File: src/rtl/mem_access_ctrl_pkg.sv
// Shared definitions for the MEM-stage data-memory access controller:
// ext_op codes, FSM states, bus payload and lane helpers.
package mem_access_ctrl_pkg;

    localparam int unsigned XLEN            = 32;
    localparam int unsigned BE_W            = 4;
    localparam int unsigned OP_W            = 3;
    localparam int unsigned TIMEOUT_DEFAULT = 64;
    localparam int unsigned CNT_W_DEFAULT   = 7;

    localparam logic [OP_W-1:0] EXT_W  = 3'd0;
    localparam logic [OP_W-1:0] EXT_BU = 3'd1;
    localparam logic [OP_W-1:0] EXT_B  = 3'd2;
    localparam logic [OP_W-1:0] EXT_HU = 3'd3;
    localparam logic [OP_W-1:0] EXT_H  = 3'd4;

    typedef enum logic [1:0] {
        S_IDLE = 2'd0,
        S_BUSY = 2'd1,
        S_DONE = 2'd2
    } state_e;

    typedef enum logic [1:0] {
        SZ_BYTE = 2'd0,
        SZ_HALF = 2'd1,
        SZ_WORD = 2'd2
    } size_e;

    typedef struct packed {
        logic            we;
        logic [XLEN-1:0] addr;
        logic [BE_W-1:0] be;
        logic [XLEN-1:0] wdata;
    } bus_req_t;

    // Unknown op codes behave as full-word accesses.
    function automatic size_e op_size(input logic [OP_W-1:0] op);
        case (op)
            EXT_B, EXT_BU: op_size = SZ_BYTE;
            EXT_H, EXT_HU: op_size = SZ_HALF;
            default:       op_size = SZ_WORD;
        endcase
    endfunction

    function automatic logic is_misaligned(input logic [OP_W-1:0] op, input logic [1:0] addr_lo);
        case (op_size(op))
            SZ_BYTE: is_misaligned = 1'b0;
            SZ_HALF: is_misaligned = addr_lo[0];
            default: is_misaligned = (addr_lo != 2'b00);
        endcase
    endfunction

    function automatic logic [BE_W-1:0] byte_en(input logic [OP_W-1:0] op, input logic [1:0] addr_lo);
        case (op_size(op))
            SZ_BYTE: byte_en = 4'b0001 << addr_lo;
            SZ_HALF: byte_en = addr_lo[1] ? 4'b1100 : 4'b0011;
            default: byte_en = 4'b1111;
        endcase
    endfunction

    function automatic logic [XLEN-1:0] lane_wdata(input logic [OP_W-1:0] op, input logic [XLEN-1:0] wdata);
        case (op_size(op))
            SZ_BYTE: lane_wdata = {4{wdata[7:0]}};
            SZ_HALF: lane_wdata = {2{wdata[15:0]}};
            default: lane_wdata = wdata;
        endcase
    endfunction

endpackage

File: src/rtl/mem_access_ctrl_load_lane_ext.sv
// Combinational load lane select plus zero/sign extension of the bus read word.
module load_lane_ext
    import mem_access_ctrl_pkg::*;
(
    input  logic [1:0]      addr_lo_i,
    input  logic [OP_W-1:0] ext_op_i,
    input  logic [XLEN-1:0] rdata_i,
    output logic [XLEN-1:0] data_o
);

    logic [7:0]  byte_c;
    logic [15:0] half_c;

    always_comb begin
        byte_c = rdata_i[{addr_lo_i, 3'b000} +: 8];
        half_c = addr_lo_i[1] ? rdata_i[31:16] : rdata_i[15:0];
        case (ext_op_i)
            EXT_B:   data_o = {{24{byte_c[7]}}, byte_c};
            EXT_BU:  data_o = {24'h00_0000, byte_c};
            EXT_H:   data_o = {{16{half_c[15]}}, half_c};
            EXT_HU:  data_o = {16'h0000, half_c};
            default: data_o = rdata_i;
        endcase
    end

endmodule

File: src/rtl/mem_access_ctrl.sv
// MEM-stage load/store sequencer onto a req/ack data bus with pipeline stall.
// Define MEM_BUS_TIMEOUT_EN to enable the BUSY-state bus timeout (bus_err).
module mem_access_ctrl
    import mem_access_ctrl_pkg::*;
#(
    parameter int unsigned TIMEOUT_CYCLES = TIMEOUT_DEFAULT,
    parameter int unsigned CNT_W          = CNT_W_DEFAULT
) (
    input  logic            clk,
    input  logic            reset,
    input  logic            mem_valid,
    input  logic            mem_we,
    input  logic [OP_W-1:0] mem_ext_op,
    input  logic [XLEN-1:0] mem_addr,
    input  logic [XLEN-1:0] mem_wdata,
    output logic            stall,
    output logic            done,
    output logic [XLEN-1:0] load_data,
    output logic            exc_adel,
    output logic            exc_ades,
    output logic            bus_err,
    output logic            bus_req,
    output logic            bus_we,
    output logic [XLEN-1:0] bus_addr,
    output logic [BE_W-1:0] bus_be,
    output logic [XLEN-1:0] bus_wdata,
    input  logic [XLEN-1:0] bus_rdata,
    input  logic            bus_ack
);

    if ((64'(1) << CNT_W) <= 64'(TIMEOUT_CYCLES)) begin : g_cfg_check
        $error("mem_access_ctrl: CNT_W too narrow for TIMEOUT_CYCLES");
    end

    state_e          state_q;
    bus_req_t        req_q;
    logic [OP_W-1:0] ext_op_q;
    logic            bus_req_q;
    logic            done_q;
    logic [XLEN-1:0] load_data_q;
    logic [XLEN-1:0] ext_data;
    logic            idle_c;
    logic            misalign_c;
    logic            accept_c;

    load_lane_ext u_load_lane_ext (
        .addr_lo_i (req_q.addr[1:0]),
        .ext_op_i  (ext_op_q),
        .rdata_i   (bus_rdata),
        .data_o    (ext_data)
    );

    // Issue decode; reset gates every combinational response.
    always_comb begin
        idle_c     = reset && (state_q == S_IDLE) && mem_valid;
        misalign_c = is_misaligned(mem_ext_op, mem_addr[1:0]);
        accept_c   = idle_c && !misalign_c;
        exc_adel   = idle_c && misalign_c && !mem_we;
        exc_ades   = idle_c && misalign_c && mem_we;
        stall      = accept_c || (reset && (state_q == S_BUSY));
    end

`ifdef MEM_BUS_TIMEOUT_EN
    logic [CNT_W-1:0] cnt_q;
    logic             bus_err_q;
`endif

    always_ff @(posedge clk) begin
        if (!reset) begin
            state_q     <= S_IDLE;
            req_q       <= '0;
            ext_op_q    <= EXT_W;
            bus_req_q   <= 1'b0;
            done_q      <= 1'b0;
            load_data_q <= '0;
`ifdef MEM_BUS_TIMEOUT_EN
            cnt_q       <= '0;
            bus_err_q   <= 1'b0;
`endif
        end else begin
            done_q    <= 1'b0;
`ifdef MEM_BUS_TIMEOUT_EN
            bus_err_q <= 1'b0;
`endif
            case (state_q)
                S_IDLE: begin
                    if (accept_c) begin
                        req_q.we    <= mem_we;
                        req_q.addr  <= mem_addr;
                        req_q.be    <= byte_en(mem_ext_op, mem_addr[1:0]);
                        req_q.wdata <= lane_wdata(mem_ext_op, mem_wdata);
                        ext_op_q    <= mem_ext_op;
                        bus_req_q   <= 1'b1;
                        state_q     <= S_BUSY;
`ifdef MEM_BUS_TIMEOUT_EN
                        cnt_q       <= '0;
`endif
                    end
                end
                S_BUSY: begin
                    // An ack always wins over a timeout reached in the same cycle.
                    if (bus_ack) begin
                        if (!req_q.we) begin
                            load_data_q <= ext_data;
                        end
                        bus_req_q <= 1'b0;
                        done_q    <= 1'b1;
                        state_q   <= S_DONE;
                    end
`ifdef MEM_BUS_TIMEOUT_EN
                    else if (cnt_q == CNT_W'(TIMEOUT_CYCLES - 1)) begin
                        load_data_q <= '0;
                        bus_req_q   <= 1'b0;
                        done_q      <= 1'b1;
                        bus_err_q   <= 1'b1;
                        state_q     <= S_DONE;
                    end else begin
                        cnt_q <= cnt_q + CNT_W'(1);
                    end
`endif
                end
                S_DONE:  state_q <= S_IDLE;
                default: state_q <= S_IDLE;
            endcase
        end
    end

`ifdef MEM_BUS_TIMEOUT_EN
    assign bus_err = bus_err_q;
`else
    assign bus_err = 1'b0;
`endif

    assign done      = done_q;
    assign load_data = load_data_q;
    assign bus_req   = bus_req_q;
    assign bus_we    = req_q.we;
    assign bus_addr  = {req_q.addr[XLEN-1:2], 2'b00};
    assign bus_be    = req_q.be;
    assign bus_wdata = req_q.wdata;

endmodule

File: config.mk
export PLATFORM = sky130hd
export DESIGN_NAME = mem_access_ctrl
export DESIGN_NICKNAME = d
export VERILOG_FILES = /design/src/rtl/mem_access_ctrl_pkg.sv /design/src/rtl/mem_access_ctrl_load_lane_ext.sv /design/src/rtl/mem_access_ctrl.sv
export SDC_FILE = /design/constraint.sdc
export NUM_CORES = 1
export LEC_CHECK = 0
export ABC_CLOCK_PERIOD_IN_PS = 4400
export CORE_UTILIZATION = 46
export CTS_CLUSTER_DIAMETER = 100
export DETAILED_ROUTE_END_ITERATION = 10
export PLACE_DENSITY = 0.81
export SETUP_SLACK_MARGIN = 0.02
export SYNTH_ARGS = -nofsm -noshare
export SYNTH_HDL_FRONTEND = slang
export SYNTH_HIERARCHICAL = 1
export SYNTH_SLANG_ARGS = --single-unit
File: constraint.sdc
create_clock -name clk -period 4.4 [get_ports clk]
set_clock_uncertainty 0.2 [all_clocks]
set_input_delay 1.32 -clock clk [delete_from_list [all_inputs] [get_ports clk]]
set_output_delay 1.32 -clock clk [all_outputs]
set_load 0.01 [all_outputs]
## Yosys cells after proc, flatten, opt, wreduce, memory -nomap -nowiden

Cells that the tools add are included.

- Shift-type cells: 2
- Bitwise logic cells: 1
- Muxes and demuxes: 17
- Equality and inequality tests: 13
- Reductions and logical operators: 22

Operators by type and width:

| operator | count |
|---|---|
| $pmux 32 s4 | 1 |
| $pmux 32 s2 | 1 |
| $shiftx 32x6->8 | 1 |
| $mux 16 | 1 |
| $eq 3x2->1 const B | 4 |
| $mux 2 | 5 |
| $pmux 2 s2 | 2 |
| $pmux 4 s2 | 1 |
| $logic_and 1x1->1 | 7 |
| $eq 2x1->1 const B | 3 |
| $eq 3x1->1 const B | 2 |
| $eq 3x3->1 const B | 2 |
| $logic_not 2->1 | 3 |
| $reduce_and 2->1 | 3 |
| $reduce_and 3->1 | 2 |
| $mux 4 | 1 |
| $ne 2x2->1 const B | 2 |
| $pmux 1 s2 | 2 |
| $reduce_bool 2->1 | 2 |
| $reduce_or 2->1 | 2 |
| $shl 1x2->4 const A | 1 |
| $mux 1 | 3 |
| $logic_not 1->1 | 2 |
| $logic_or 1x1->1 | 1 |
| $not 1->1 | 1 |

- Input bits: 104
- Word-level logic and storage cells: 64
- Output and inout port bits: 107
- Register bits: 108

## Depth between registers and ports, before layout

- Depth after elaboration: 12
- Depth in mapped cells: 8
- Gate-level depth less buffers: 6

## By module

The synthesis kept the hierarchy.

Modules (own cells, without submodules):

| module | seq. area each (um^2) | cells an instance | instances | area an instance (um^2) |
|---|---|---|---|---|
| mem_access_ctrl | 2162.1 | 648 | 1 | 5311.3 |
| load_lane_ext | 0.0 | 147 | 1 | 930.9 |

## Least setup slack after synthesis

No wires, ideal clock.

- Kind: input-to-output
- From: input mem_addr[0]
- To: output stall
- Arrival: 2.579 ns
- Data required time: 2.880 ns
- Path slack: 0.301 ns
- Stages on the path: 6
- Path buffers: 2
- Cells stage by stage: clkbuf_1 > and3_1 > nor3_2 > o21ai_1 > clkbuf_1 > nand2_1

- Cells in the longest elaborated chain, start to end: 5

RTL lines:

| what | line | text |
|---|---|---|
| start, declared | mem_access_ctrl.sv:14 | `input logic [XLEN-1:0] mem_addr,` |
| $reduce_bool 2->1 | mem_access_ctrl_pkg.sv:49 | `default: is_misaligned = (addr_lo != 2'b00);` |
| $pmux 1 s2 * | mem_access_ctrl_pkg.sv:46 | `case (op_size(op))` |
| $logic_not 1->1 * | mem_access_ctrl.sv:57 | `accept_c = idle_c && !misalign_c;` |
| $logic_and 1x1->1 * | mem_access_ctrl.sv:57 |  |
| $logic_or 1x1->1 * | mem_access_ctrl.sv:60 | `stall = accept_c \|\| (reset && (state_q == S_BUSY));` |
| end, declared | mem_access_ctrl.sv:16 | `output logic stall,` |

Every way passes the cells marked *; elsewhere a longest branch is shown, timed or not.

## Final worst setup path

- From: input mem_valid
- To: output stall

- Cells in the longest elaborated chain, start to end: 3

RTL lines:

| what | line | text |
|---|---|---|
| start, declared | mem_access_ctrl.sv:11 | `input logic mem_valid,` |
| $logic_and 1x1->1 | mem_access_ctrl.sv:55 | `idle_c = reset && (state_q == S_IDLE) && mem_valid;` |
| $logic_and 1x1->1 | mem_access_ctrl.sv:57 |  |
| $logic_or 1x1->1 | mem_access_ctrl.sv:60 |  |

No other way between the ends.

==> results.toml <==
[setup_path]
critPathLaunchType = "input pin"
path_max_fanout = 3
crit_path_end_kind = "primary output"
r2r_slack_ps = 1870
required_ps = 2880
critPathKind = "in2out"
arrival_ps = 2700

[finish]
fillCellCount = 1191
layout-area-overhead-vs-synth_pct = 33.1
fin_util_pct = 62.7
drive_gt1_share_pct = 6.62
nNetsFinal = 1005
final_cell_count_no_fill = 1083

[detailed_routing]
routed_wl_um = 18200
dr_total_vias = 6008
postRouteAntennaNets = 0
drt-pass1-iter-count = 5
first_iter_violations = 509
drc = 0
wl_per_cell_um = 16.8
via_per_inst = 5.55

[yosys]
yosysWarnings = 6
synth_simple_gate_area_share_pct = 16.5
synth_top_cell_by_area = "dfxtp_1"
syn_inst = 795
syn_area_per_cell_um2 = 7.85
synthMuxAreaShare_pct = 9.00
yosysMostFrequentCell = "nand2_1"
ys_types = 53
synth_top_area_share_pct = 34.6
yosysSeqAreaShare_pct = 34.6
async_flop_share_pct = 0
ys.flop_type = "dfxtp_1"
synth_top_family_by_area = "compound AO/OA/AOI/OAI gates"
synth_edf_count = 0
synth_compound_area_share_pct = 25.7
synth-seq-cells = 108
synthTopCellsByCount = "nand2_1, dfxtp_1, o21ai_0, buf_4, mux2i_1"
synth_area_um2 = 6240
synth_area_leaders = "dfxtp_1, nand2_1, mux2i_1"
synth-xor-area-share_pct = 0.822
synth_fa_ha_area_share_pct = 0

[global_routing]
grt_pass1_wl_um = 28800
grt_max_degree = 85
grt_overflow_total = 0
antenna_found_initial = 1
grtUsageTotal_pct = 25.8
grt_pass1_vias = 5664

[timing]
worst_pin_slew_ps = 1150
setup_viol = 0
relSlewSlack_pct = 22.9
min_period_ps = 4220
max_clock_freq_ghz = 0.237
report.final.slew_viol_count = 0
hold_viol = 0
tns_ps = 0
rsz0062_at_grt = "no"
fin_hold_ws_ps = 255
period_share_pct = 95.9

[die]
dieWidth_um = 118
io_pins = 211
start_util_pct = 47.1
dieArea_um2 = 14000
rows = 42
coreArea_um2 = 13200
chipHeight_um = 118

[flow_run]
cap_violations = 0

[outcome]
status = "finished, final reports clean"

[power]
power_density_nw_per_um2 = 317
internal-power_uw = 1910
leakage_uw = 0.00316
p_sw_uw = 722
p_sw_share_pct = 27.4
p_seq_share_pct = 41.3
comb_power_share_pct = 24.0
ir_worst_vdd_mv = 0.189
p_clk_share_pct = 34.8

[clock_tree]
clockRootBuffer = "clkbuf_16"
cts_tree = "done"
cts_max_path_buffers = 2
htreeDepth = 3
cts.clk_slew.worst_paths_ps = 70
worst_skew_pair.late_latency_ps = 350
cts_made_buffers = 9
cts_sinks = 108

[placed_design]
place_inst = 1065
io_buffers = 207
hpwl_um = 12400
place.gp.congestion = 0.843

[hold_path]
min_path_type = "reg2reg"
==> flip-flops by register name, summed over array words and instances (netlist names) <==
signal,cells
bus_addr,30
done,1
req_q,2
state_q,2
load_data,32
bus_be,4
bus_req,1
bus_wdata,32
ext_op_q,3
bus_we,1
==> what timing repair did <==
item	in CTS	in global routing
buffers inserted	0	1
setup endpoints to repair	3	3
pin swaps	1	3
gates resized for setup	6	3
hold buffers	0	0
==> cell type report <==
| class | count | area [um^2] | area share, % |
|---|---|---|---|
| clock inverter | 3 | 67.6 | 0.813 |
| inverter | 5 | 18.8 | 0.226 |
| sequential | 108 | 2160 | 26.0 |
| multi-input combinational | 546 | 3320 | 39.9 |
| tap | 176 | 220 | 2.65 |
| timing repair buffer | 231 | 2250 | 27.1 |
| clock buffer | 13 | 270 | 3.25 |
| antenna | 1 | 2.50 | 0.0301 |
==> power by group through the flow <==
stage / Clock, uW / Sequential [uW] / Combinational, uW
final: 914 / 1090 / 631
after global routing: 967 / 1090 / 682
after CTS: 927 / 1080 / 631
after detailed placement: 0 / 1110 / 627
after global placement: 0 / 1100 / 621
after floorplan: 0 / 1100 / 388
==> logic make-up (layout without fill, tap and decap cells) <==
group / Yosys count / after routing
and+or+nand+nor: 243 / 243
xor gates and xnor gates: 5 / 5
buffers and inverters: 143 / 252
AOI/OAI and AO/OA: 239 / 239
other: 1 / 4
DFF: 108 / 108
muxes: 56 / 56
==> critical path, stage by stage <==
cell and delay [ps]:
clkdlybuf4s50_1 470, nor4bb_4 320, buf_4 190, o21ai_2 70, nand2_1 60, dlygate4sd2_1 270
==> metrics by stage <==
stage	total power, uW	cell area [um^2]	setup WS, ps
6_report	2630	8310	181
5_1_grt	2740	8310	111
4_1_cts	2640	8290	20.0
3_5_place_dp	1730	7950	-264
3_3_place_gp	1720	7950	-245
2_1_floorplan	1490	6250	301
==> final timing paths <==
path / start / endpoint / depth (start not counted)
max: mem_valid / stall / 6
min: bus_addr[28]$_SDFFE_PN0P_ / bus_addr[28]$_SDFFE_PN0P_ / 2
min reg2reg: bus_addr[28]$_SDFFE_PN0P_ / bus_addr[28]$_SDFFE_PN0P_ / 2
max reg2reg: ext_op_q[0]$_SDFFE_PN0P_ / load_data[3]$_SDFFE_PN0P_ / 6
==> per-layer routing <==
metal | GRT usage [%] | share of wire, % | up-vias
met3 | 5.07 | 6.5 | 37
li1 | - | - | 2945
met1 | 32.1 | 42 | 2793
met2 | 42.8 | 49 | 233
met5 | 0 | 0 | -
met4 | 11.9 | 2.9 | 0
==> cells in the final DEF (no fill, tap or decap), drive strengths merged, types with 2 or more instances in the layout <==
cell	netlist	routed
and3	3	3
nand2	166	166
nand2b	3	3
or3	3	3
a221o	7	7
o31ai	2	2
o221ai	2	2
dlygate4sd2	0	3
mux2i	55	55
a221oi	9	9
clkdlybuf4s50	0	200
dlymetal6s2s	0	3
xnor2	4	4
nor3	11	11
o21ai	81	81
a41oi	8	8
conb	1	3
a22oi	8	8
dfxtp	108	108
bufinv	0	2
clkbuf	49	13
a2111oi	8	8
nor2b	17	17
a21o	17	17
or2	4	4
a211o	8	8
nor2	31	31
a21oi	37	37
o211ai	44	44
buf	89	25
inv	4	4
Power figures use the tool's default switching activity.
==> patch: new RTL, same flow settings <==
Change the package constant `OP_W` from 3 to 6.
--- a/src/rtl/mem_access_ctrl_pkg.sv
+++ b/src/rtl/mem_access_ctrl_pkg.sv
@@ -4,7 +4,7 @@
 
     localparam int unsigned XLEN            = 32;
     localparam int unsigned BE_W            = 4;
-    localparam int unsigned OP_W            = 3;
+    localparam int unsigned OP_W            = 6;
     localparam int unsigned TIMEOUT_DEFAULT = 64;
     localparam int unsigned CNT_W_DEFAULT   = 7;
 
Interface: changed (resized mem_ext_op); port bits go from 211 to 214. The function was not compared with the original's and may differ.
==> patch against the unedited design <==
  * Global-route usage decreased by 0.21 points
  * Wire length decreased by 11%
  * Sequential cell count increased by 3
  * Fmax decreased by 0.35%
  * Setup slack got worse by 0.015 ns
  * Total power decreased by 13%
  * Design area decreased by 7.0%
  * Sequential share of layout area increased by 2.7 points
  * Synthesized area decreased by 10%
==> patch: results (changes against the unedited design) <==
top_layer_used: "met4"  # unchanged
routed-wl-met2_mm: 7.57  # was 8.84 mm
place_congestion: 0.912  # was 0.843
synth.top_cells.by_count: "nand2_1, dfxtp_1, buf_4"  # was nand2_1, dfxtp_1, o21ai_0
grt_max_degree: 115  # was 85
whs_path_depth: 2  # unchanged
dp_hpwl_mm: 11.6  # was 12.4 mm
dp_slack_ns: -0.535  # was -0.264 ns
drtPass1Iterations: 6  # was 5
numCtsBuffers: 9  # unchanged
synthTopCellsByArea: "dfxtp_1, nand2_1, buf_4"  # was dfxtp_1, nand2_1, mux2i_1
drt-total-wl_mm: 16.2  # was 18.2 mm
cts-htree-levels: 3  # unchanged
synthAdderAreaFrac_pct: 0  # unchanged
cpLargestDelayFamily: "simple AND/OR/NAND/NOR gates"  # was buffers and inverters
drv_cap: 0  # unchanged
p_leak_nw: 3.23  # was 3.16 nW
ys_seq_area_share_pct: 39.5  # was 34.6%
outcome: "completed"  # unchanged
synth_compound_area_share_pct: 18.9  # was 25.7%
cpPeakStageDelay_ns: 0.43  # was 0.47 ns
dpl_cell_area_um2: 7370  # was 7950 um2
dr_wl_met3_mm: 1.89  # was 1.19 mm
arrival_ns: 2.71  # was 2.70 ns
port_buffers: 210  # was 207
reg2reg_depth: 6  # unchanged
synthMuxAreaShare_pct: 5.10  # was 9.00%
clockRootBuffer: "clkbuf_16"  # unchanged
hp-class: "flop to flop"  # unchanged
grt.total_usage_pct: 25.5  # was 25.8%
clk_path_buf_depth: 2  # unchanged
viasPerCell: 5.50  # was 5.55
clkTransAtPathRegs_ns: 0.08
crit_slowest_cell: "or3_4"  # was clkdlybuf4s50_1
max-vdd-ir-drop_mv: 0.303  # was 0.189 mV
n_antenna_cell: 0  # was 1
relSlewSlack_pct: 28.9  # was 22.9%
synth.distinct_cells: 48  # was 53
post_route_cells_drive_above_1_share_pct: 9.55  # was 6.62%
ys_async_sr_fraction_pct: 0  # unchanged
syn_inst: 662  # was 795
yosysWarnings: 6  # unchanged
critPathMaxFanout: 3  # unchanged
grt_pass1_wl_mm: 25.5  # was 28.8 mm
insertion_delay_ns: 0.36
synth_flop_cell: "dfxtp_1"  # unchanged
antenna_found_initial: 0  # was 1
drt_iter0_drc: 453  # was 509
placed_cells: 933  # was 1065
synth_xor_area_share_pct: 0.623  # was 0.822%
wl_met1_mm: 6.18  # was 7.64 mm
finalNonFillerCells: 953  # was 1083
final_nets: 908  # was 1005
patch: report_power, final:
part | total (mW) | switching, mW | leakage, nW | internal [mW]
registers | 1.06 | 0.0232 | 0.901 | 1.04
clock network | 0.822 | 0.406 | 0.148 | 0.416
logic | 0.405 | 0.180 | 2.18 | 0.225
total | 2.29 | 0.609 | 3.23 | 1.68
patch: worst paths after layout:
| check | startpoint | end | slack, ns |
|---|---|---|---|
| hold / removal | bus_addr[4]$_SDFFE_PN0P_ | bus_addr[4]$_SDFFE_PN0P_ | 0.25 |
| setup reg to reg | req_q[37]$_SDFFE_PN0P_ | load_data[18]$_SDFFE_PN0P_ | 1.93 |
| hold reg to reg | bus_addr[4]$_SDFFE_PN0P_ | bus_addr[4]$_SDFFE_PN0P_ | 0.25 |
| setup / recovery | mem_ext_op[4] | stall | 0.17 |
patch: per-layer routing:
layer | global-route usage (%) | vias to the layer above
met5 | 0 | -
li1 | - | 2498
met4 | 11.5 | 0
met2 | 43.1 | 283
met1 | 28.7 | 2411
met3 | 9.61 | 48
patch: repair_timing:
item,CTS,global route
resized for setup,24,3
setup endpoints to repair,3,2
buffers inserted,4,0
pin swaps,5,4
patch: worst min-delay path, stage by stage, from the launching register on:
cell,delay (ns)
dfxtp_1,0.31
nand3_1,0.06
nand2_1,0.05
patch: final cells by class:
cell class	instances	area (um2)
fill	997	4230
multi-input combinational	436	2670
timing repair buffer	241	2350
sequential	111	2220
clock buffer	10	239
tap	147	184
clock inverter	6	57.6
inverter	2	7.51
